File: src/rtl/core_sequencer.sv
// Multi-cycle control FSM for an RV32I core: fetch, decode, execute, writeback.
// Owns the PC, the fetched instruction latch, the retire counter and a sticky fault flag.
module core_sequencer #(
  parameter logic [31:0] RESET_PC      = 32'h0000_0000,
  parameter logic [31:0] PC_STEP       = 32'd4,
  parameter int unsigned FETCH_TIMEOUT = 15
) (
  input  logic        clk_i,
  input  logic        rst_ni,
  input  logic        run_i,
  output logic        imem_req_o,
  output logic [31:0] imem_addr_o,
  input  logic        imem_ready_i,
  input  logic [31:0] imem_rdata_i,
  output logic [31:0] instr_o,
  output logic        dec_en_o,
  output logic        ex_en_o,
  input  logic        rd_valid_i,
  input  logic [4:0]  rd_i,
  input  logic        take_branch_i,
  input  logic [31:0] branch_target_i,
  output logic        wb_en_o,
  output logic        retired_o,
  output logic [31:0] instret_o,
  output logic [31:0] pc_o,
  output logic        fault_o,
  output logic [2:0]  state_o
);

  typedef enum logic [2:0] {
    S_IDLE      = 3'd0,
    S_FETCH     = 3'd1,
    S_DECODE    = 3'd2,
    S_EXECUTE   = 3'd3,
    S_WRITEBACK = 3'd4,
    S_HALT      = 3'd5
  } state_e;

  localparam logic [31:0] TIMEOUT_LAST = 32'(FETCH_TIMEOUT - 1);

  state_e      state_q;
  logic [31:0] pc_q;
  logic [31:0] next_pc_q;
  logic [31:0] instr_q;
  logic [31:0] instret_q;
  logic [31:0] cnt_q;
  logic        fault_q;
  logic        imem_req_q;
  logic        dec_en_q;
  logic        ex_en_q;
  logic        wb_en_q;
  logic        retired_q;

  logic timeout_hit;
  logic misaligned;
  logic rd_writes;

  assign timeout_hit = (FETCH_TIMEOUT != 0) && (cnt_q == TIMEOUT_LAST);
  assign misaligned  = take_branch_i && (branch_target_i[1:0] != 2'b00);
  assign rd_writes   = rd_valid_i && (rd_i != 5'd0);

  // Strobes are registered: each is set on the transition into the state that owns it,
  // so it is high for exactly the cycles the FSM spends in that state.
  always_ff @(posedge clk_i or negedge rst_ni) begin
    if (!rst_ni) begin
      state_q    <= S_IDLE;
      pc_q       <= RESET_PC;
      next_pc_q  <= RESET_PC;
      instr_q    <= 32'd0;
      instret_q  <= 32'd0;
      cnt_q      <= 32'd0;
      fault_q    <= 1'b0;
      imem_req_q <= 1'b0;
      dec_en_q   <= 1'b0;
      ex_en_q    <= 1'b0;
      wb_en_q    <= 1'b0;
      retired_q  <= 1'b0;
    end else begin
      imem_req_q <= 1'b0;
      dec_en_q   <= 1'b0;
      ex_en_q    <= 1'b0;
      wb_en_q    <= 1'b0;
      retired_q  <= 1'b0;
      case (state_q)
        S_IDLE: begin
          if (run_i) begin
            state_q    <= S_FETCH;
            imem_req_q <= 1'b1;
          end
        end
        S_FETCH: begin
          if (imem_ready_i) begin
            instr_q  <= imem_rdata_i;
            cnt_q    <= 32'd0;
            state_q  <= S_DECODE;
            dec_en_q <= 1'b1;
          end else if (timeout_hit) begin
            cnt_q   <= 32'd0;
            fault_q <= 1'b1;
            state_q <= S_HALT;
          end else begin
            cnt_q      <= cnt_q + 32'd1;
            imem_req_q <= 1'b1;
          end
        end
        S_DECODE: begin
          state_q <= S_EXECUTE;
          ex_en_q <= 1'b1;
        end
        S_EXECUTE: begin
          if (misaligned) begin
            fault_q <= 1'b1;
            state_q <= S_HALT;
          end else begin
            next_pc_q <= take_branch_i ? branch_target_i : pc_q + PC_STEP;
            state_q   <= S_WRITEBACK;
            // Decoder outputs are registered and already valid in EXECUTE.
            wb_en_q   <= rd_writes;
            retired_q <= 1'b1;
          end
        end
        S_WRITEBACK: begin
          pc_q      <= next_pc_q;
          instret_q <= instret_q + 32'd1;
          if (run_i) begin
            state_q    <= S_FETCH;
            imem_req_q <= 1'b1;
          end else begin
            state_q <= S_IDLE;
          end
        end
        S_HALT: begin
          state_q <= S_HALT;
        end
        default: begin
          state_q <= S_HALT;
          fault_q <= 1'b1;
        end
      endcase
    end
  end

  assign imem_req_o  = imem_req_q;
  assign imem_addr_o = pc_q;
  assign instr_o     = instr_q;
  assign dec_en_o    = dec_en_q;
  assign ex_en_o     = ex_en_q;
  assign wb_en_o     = wb_en_q;
  assign retired_o   = retired_q;
  assign instret_o   = instret_q;
  assign pc_o        = pc_q;
  assign fault_o     = fault_q;
  assign state_o     = state_q;

endmodule

File: config.mk
export PLATFORM = sky130hd
export DESIGN_NAME = core_sequencer
export DESIGN_NICKNAME = d
export VERILOG_FILES = /design/src/rtl/core_sequencer.sv
export SDC_FILE = /design/constraint.sdc
export NUM_CORES = 1
export LEC_CHECK = 0
export ABC_AREA = 1
export CORE_MARGIN = 2
export CORE_UTILIZATION = 55
export CTS_CLUSTER_SIZE = 14
export DETAILED_ROUTE_END_ITERATION = 10
export PLACE_DENSITY_LB_ADDON = 0.1
export SKIP_LAST_GASP = 1
export SLEW_MARGIN = 20
export SYNTH_ARGS = -nofsm -noshare
export SYNTH_HDL_FRONTEND = slang
export SYNTH_SLANG_ARGS = --single-unit
File: constraint.sdc
create_clock -name clk_i -period 2.6 [get_ports clk_i]
set_input_delay 0.52 -clock clk_i [delete_from_list [all_inputs] [get_ports clk_i]]
set_output_delay 0.52 -clock clk_i [all_outputs]
set_load 0.005 [all_outputs]
==> implementation parameters <==
Parameter                              Value

Status
  Run status ... finished, final reports clean

Global route
  Overall overflow remaining after global route ... 0
  Vias in the first global route ... roughly 8400
  Pin count of the biggest net entering global routing ... 54
  Initial antenna violation count ... 0
  Wire length of the first global-routing pass ... approximately 41 mm
  Total global routing track utilization ... 0.275

Clocking
  Number of hold-repair buffers added at the cts stage ... 0
  Post-cts repair resize count ... 0
  Number of setup buffers added after CTS ... 0
  Buffers from clock root to sink, at most ... 2
  Clock slew at the register clock pins of the worst setup and hold paths ... 70 ps
  CTS H-tree depth ... 4
  Clock tree from TritonCTS ... done
  Worst-skew pair later-pin latency ... between 400 and 500 ps
  CTS buffer count ... 17
  CTS sink count ... around 170
  Clock root buffer ... sky130_fd_sc_hd__clkbuf_16

Timing
  Setup total negative slack ... 0 ps
  Worst clock skew ... 11.1 ps
  Number of pins exceeding their max-slew limit in the final report ... 0
  Fin crit period ... approximately 2100 ps
  Worst Slack Setup Final ... 522 ps
  Setup repair after global routing missed its margin ... false
  Actual transition at the worst max-transition pin ... 532 ps
  Max Clock Freq ... roughly 480 MHz
  Relative slew slack ... 0.645
  Final setup violation count ... 0
  Final Hold Viols ... 0
  Hold slack ... about 37 ps
  Crit share post-route ... 0.799

Placed design
  Pre-CTS WS ... roughly 450 ps
  DP HPWL ... ~18 mm
  Final estimated routing congestion in global placement ... 0.931
  Port-buffer cells ... roughly 210
  Post-Place Cells ... 1709
  Placed instance area ... around 12000 um2

Detailed routing
  DRC Markers ... 0
  Detailed-route via count ... around 9000
  Post-Route WL ... about 25 mm
  Vias per inst ... about 5.2
  DRT Pass-1 Iters ... 5
  Avg WL per Cell ... around 14 um
  Initial drt markers ... between 600 and 700
  Post-DRT Antenna Nets ... 0

Finish
  Final core area utilization ... 0.713
  Share of final-layout standard cells stronger than drive strength 1 ... 0.0600
  Finished Cell Area ... around 12000 um2
  Inserted Diodes ... 0
  # nets final ... between 1500 and 2000
  Layout overhead on the synthesized area ... 28.1%
  Layout Cells excl Fill ... ~1700

Synth
  Largest cells by area after synthesis ... sky130_fd_sc_hd__dfrtp_1 44%, sky130_fd_sc_hd__nand2_1 21%, sky130_fd_sc_hd__nor2_1 7.2%, sky130_fd_sc_hd__nand3_1 3.6%, sky130_fd_sc_hd__inv_1 3.5%
  Post-synthesis sequential element count ... 169
  Synthesized netlist net count ... approximately 1400
  Cell area after technology mapping ... about 9500 um2
  Yosys top cell by area ... sky130_fd_sc_hd__dfrtp_1
  Most used flip-flop cell after synthesis ... sky130_fd_sc_hd__dfrtp_1
  Count of flip-flops with a built-in enable after synthesis ... 0
  Number of library cell types mapped by synthesis ... 36
  Average size of a mapped cell ... about 7.2 um2
  Total number of yosys warnings ... 0
  Sequential fraction of the synthesis area ... 0.444
  Top cells by count, synth ... 529 x sky130_fd_sc_hd__nand2_1, 183 x sky130_fd_sc_hd__nor2_1, 169 x sky130_fd_sc_hd__dfrtp_1, 90 x sky130_fd_sc_hd__inv_1, 68 x sky130_fd_sc_hd__nand3_1
  Async set-reset flop share out of synthesis ... 1.00
  Area share of the largest cell type after synthesis ... 0.444
  Post-Syn Instances ... 1328
  Most frequent cell after synthesis ... sky130_fd_sc_hd__nand2_1

Die
  Core footprint ... between 15000 and 20000 um2
  Total Die Area ... between 15000 and 20000 um2
  Die width ... between 100 and 150 um
  Die span in y ... between 100 and 150 um
  I/O pins ... 212
  Starting utilization of the core area ... 0.557
  Number of core rows ... 48

Power
  Power consumption ... about 10 mW
  Power per cell area ... roughly 860 nW/um2
  Peak supply drop ... around 0.00063 V
  Leakage power of the design ... about 5.6 nW

Critical path
  Max incr delay on CP ... 590 ps
  Cell-by-cell trace of the critical path ... clkdlybuf4s50_1
  Kind of launch point of the worst setup path ... flip-flop
  Worst path slowest cell ... sky130_fd_sc_hd__clkdlybuf4s50_1
  Total buffers and inverters traversed by the critical path ... 1
  Arrival time at the worst endpoint ... 1560 ps
  Kind of cell adding the most delay to the critical path ... buffers and inverters
  Crit Path Class ... flip-flop to output port
  Worst path required time ... approximately 2100 ps
  Capturing element type of the critical path ... output port
  Critical-path maximum fanout ... 7

Flow run
  Max capacitance violation total ... 0

Min path
  Classification of the worst-slack hold path ... input port to asynchronous set/reset pin
[routing by layer]
metal	wire length (um)	part of all wire	global-route usage
met4	533	0.021	0.0671
met3	1830	0.073	0.0640
met2	11500	0.46	0.437
met5	0	0	0
met1	11100	0.45	0.383
[kinds of logic (layout without fill, tap and decap cells)]
group / Yosys count / after routing / share of synthesized area
xor+xnor: 34 / 34 / 0.0313
buf+inv: 166 / 354 / 0.0829
simple gates: 864 / 864 / 0.386
compound gates: 91 / 91 / 0.0510
fa+ha+maj: 4 / 4 / 0.00525
flops: 169 / 169 / 0.444
[cells in the final DEF, fill, tap and decap left out, drive strengths merged, types with 12 or more instances in the layout]
| cell | synthesis | routed |
|---|---|---|
| clkdlybuf4s50 | 0 | 210 |
| buf | 58 | 15 |
| nor2 | 207 | 207 |
| a21oi | 19 | 19 |
| nand4 | 29 | 29 |
| xnor2 | 12 | 12 |
| clkbuf | 11 | 18 |
| inv | 96 | 102 |
| dfrtp | 169 | 169 |
| o21ai | 58 | 58 |
| nand3 | 69 | 69 |
| nand2 | 539 | 539 |
| xor2 | 22 | 22 |
[area by class of cell]
type / count / area [um2]
multi-input cells: 993 / 4510
well taps: 225 / 282
fillers: 1474 / 4910
clock inverters: 14 / 140
flip-flops and latches: 169 / 4230
repair buffers: 225 / 2260
inverters: 97 / 364
clock buffers: 18 / 429
[path summary, 6_finish.rpt]
kind	from	to	slack, ps	cells past startpoint
setup / recovery	state_o[2]	state_o[2]	520	1
hold / removal	rst_ni	instret_o[10]	40	1
setup reg to reg	state_o[2]	cnt_q[7]	630	8
hold reg to reg	fault_o	fault_o	470	1
max in group asynchronous	rst_ni	cnt_q[1]	1910	2
min in group clk_i	fault_o	fault_o	470	1
[power by group]
part           internal (mW)  switching (mW)  total [mW]
Sequential              3.41           0.802        4.21
Combinational           1.96            1.82        3.78
Clock                   1.34            1.12        2.47
[sequential cells by signal, summed over array words and instances (netlist names), 3 cells and up]
| register | flops |
|---|---|
| cnt_q | 32 |
| imem_addr_o | 32 |
| instr_o | 32 |
| instret_o | 32 |
| next_pc_q | 32 |
| state_o | 3 |
Note: power is estimated with default switching activity, not from simulation.
==> RTL change (same flow settings) <==
Register the input `branch_target_i` before use, with the module's reset. The logic sees it one clock later. The other inputs are not delayed to match.
--- a/src/rtl/core_sequencer.sv
+++ b/src/rtl/core_sequencer.sv
@@ -40,2 +40,12 @@
 
+  logic [31:0] branch_target_q;
+
+  always_ff @(posedge clk_i or negedge rst_ni) begin
+    if (!rst_ni) begin
+      branch_target_q <= '0;
+    end else begin
+      branch_target_q <= branch_target_i;
+    end
+  end
+
   state_e      state_q;
@@ -58,3 +68,3 @@
   assign timeout_hit = (FETCH_TIMEOUT != 0) && (cnt_q == TIMEOUT_LAST);
-  assign misaligned  = take_branch_i && (branch_target_i[1:0] != 2'b00);
+  assign misaligned  = take_branch_i && (branch_target_q[1:0] != 2'b00);
   assign rd_writes   = rd_valid_i && (rd_i != 5'd0);
@@ -114,3 +124,3 @@
           end else begin
-            next_pc_q <= take_branch_i ? branch_target_i : pc_q + PC_STEP;
+            next_pc_q <= take_branch_i ? branch_target_q : pc_q + PC_STEP;
             state_q   <= S_WRITEBACK;
Behaviour: not the same (a bounded check fails within 10 cycles, from zero or initial values and one cycle with rst_ni low).
==> RTL change against the original RTL <==
Via count rose by 4.9%. Count of clock-buffer cells in the layout up 15. Sequential power up 14%. Routed wire length is 7.1% higher. Sequential cell count grew 32. Setup slack worse by 0.11 ns. Area after synthesis grew 9.7%. Power grew 14%. Global-route usage fell by 0.96 points. Register-to-register slack better by 0.15 ns. Utilization fell by 0.086 points. Final area is 9.2% higher. Synthesized cell count up 3.5%. Critical path type unchanged.
==> RTL change: results (changes against the original RTL) <==
stage	metric	value	unit	change
status	status	finished clean		unchanged
worst_setup_path	crit_arrival	1.66	ns	was 1.56 ns
place	placed_cell_area	0.0126	mm2	was 0.0116 mm2
synth	synthMuxAreaShare	0		unchanged
grt	grt_pass1_vias	8931		was 8412
place	dp_hpwl	19.2	mm	was 18.1 mm
worst_setup_path	crit_path_max_fanout	9		was 7
layout	drive_above_1_share	0.0642		was 0.0600
pwr	irDropWorstVdd	649	uV	was 625 uV
worst_setup_path	slowest_delay	0.63	ns	was 0.59 ns
synth	ys_top_cells_by_count	536 x nand2_1, 201 x dfrtp_1, 173 x nor2_1		was 529 x nand2_1, 183 x nor2_1, 169 x dfrtp_1
worst_setup_path	crit_family	buffers and inverters		unchanged
cts	cts-root-buf	clkbuf_16		unchanged
min_path	min_path_cells	1		
synth	yosys-top-cells-area	dfrtp_1 48%, nand2_1 19%, nor2_1 6.2%		was dfrtp_1 44%, nand2_1 21%, nor2_1 7.2%
min_path	hold_class	in -> reg		was in -> async
timing	fin_skew	0.00888	ns	was 0.0111 ns
place	place.gp.congestion	0.948		was 0.931
worst_setup_path	worst-r2r-cell-count	10		was 8
cts	cts_made_buffers	23		was 17
synth	synth_compound_area_frac	0.0490		was 0.0510
worst_setup_path	cp_slowest_cell	clkdlybuf4s50_1		unchanged
timing	worst_pin_slew	0.528	ns	was 0.532 ns
cts	cts_resized	0		unchanged
grt	grt_max_degree	53		was 54
grt	grt_pass1_wl	43.8	mm	was 40.5 mm
pwr	p_leak	6.13	nW	was 5.56 nW
drt	drt_iter0_markers	672		was 643
synth	synth_adder_area_share	0.00479		was 0.00525
grt	antenna_found_initial	1		was 0
layout	finalNetCount	1636		was 1582
synth	ys_types	42		was 36
cts	cts_buffer_depth	3		was 2
grt	grt_usage	0.265		was 0.275
synth	ys_seq_area_frac	0.481		was 0.444
drt	vias_per_cell	5.24		was 5.18
cts	worst_skew_pair.late_latency	0.50	ns	was 0.43 ns
place	pre_cts_ws	0.534	ns	was 0.445 ns
drt	wire_per_inst	14.8	um	was 14.3 um
cts	htreeDepth	1		was 4
synth	synth_nets	1454		was 1407
synth	synthFlopType	dfrtp_1		unchanged
cts	cts.reportedPaths.clkPinSlew	0.06	ns	
place	io_buffers	211		unchanged
synth	synth-xor-area-share	0.0251		was 0.0313
## RTL change: cell types whose count changed in the layout (fill, tap and decap cells not counted), moves of 5 or more
| cell | delta |
|---|---|
| dfrtp_1 | +32 |
| clkbuf_16 | +6 |
| nand4_1 | +7 |
| inv_1 | +7 |
| xor2_1 | -7 |
| o21bai_1 | +7 |
| nand3b_1 | -5 |
| nor2_1 | -10 |
| nand2_1 | +7 |
| o21ai_1 | +11 |
| clkbuf_8 | +6 |
| o21ai_0 | -21 |
## RTL change: logic make-up (layout without fill, tap and decap cells)
family / count (synthesis) / in the layout
AO/OA/AOI/OAI: 91 / 91
adder cells (fa/ha/maj): 4 / 4
buffers and inverters: 175 / 372
AND/OR/NAND/NOR: 874 / 874
XOR/XNOR: 30 / 30
flip-flops: 201 / 201
## RTL change: power breakdown
| part | internal (mW) | leakage (nW) | switching [mW] |
|---|---|---|---|
| Sequential | 3.94 | 2.55 | 0.843 |
| Clock | 1.96 | 0.370 | 1.26 |
| Combinational | 2.01 | 3.21 | 1.89 |
| Total | 7.92 | 6.13 | 3.98 |
## RTL change: through the flow
| step | std cells | total power, mW |
|---|---|---|
| finish | 1806 | 11.9 |
| floorplan | 1375 | 6.77 |
| global placement | 1765 | 8.61 |
| detailed placement | 1765 | 8.72 |
| CTS | 1806 | 12.0 |
| global route | 1806 | 12.7 |
## RTL change: layout make-up
cell class,instances,area (um2)
clock buffer,33,663
clock inverter,7,91.3
fill,1531,5380
inverter,106,398
multi-input combinational,999,4580
sequential,201,5030
tap,234,293
timing repair buffer,226,2270
## RTL change: routing by layer
layer	routed length (um)	vias to the layer above	global-route usage
li1	-	4665	-
met1	11500	4421	0.362
met2	12600	325	0.433
met3	2080	43	0.0597
met4	533	2	0.0700
met5	11	-	0
## RTL change: what timing repair did
item	in CTS	in global routing
hold buffers	1	0
endpoints found under the hold margin	42	0
setup buffers	0	0
## RTL change: path summary, 6_finish.rpt
check	from	end	slack [ns]
setup / recovery	imem_addr_o[4]	pc_o[4]	0.42
hold / removal	branch_target_i[23]	branch_target_q[23]	0.45
setup reg to reg	imem_addr_o[2]	next_pc_q[22]	0.78
hold reg to reg	fault_o	fault_o	0.46
max in group asynchronous	rst_ni	next_pc_q[10]	1.37
min in group asynchronous	rst_ni	instret_o[20]	0.54
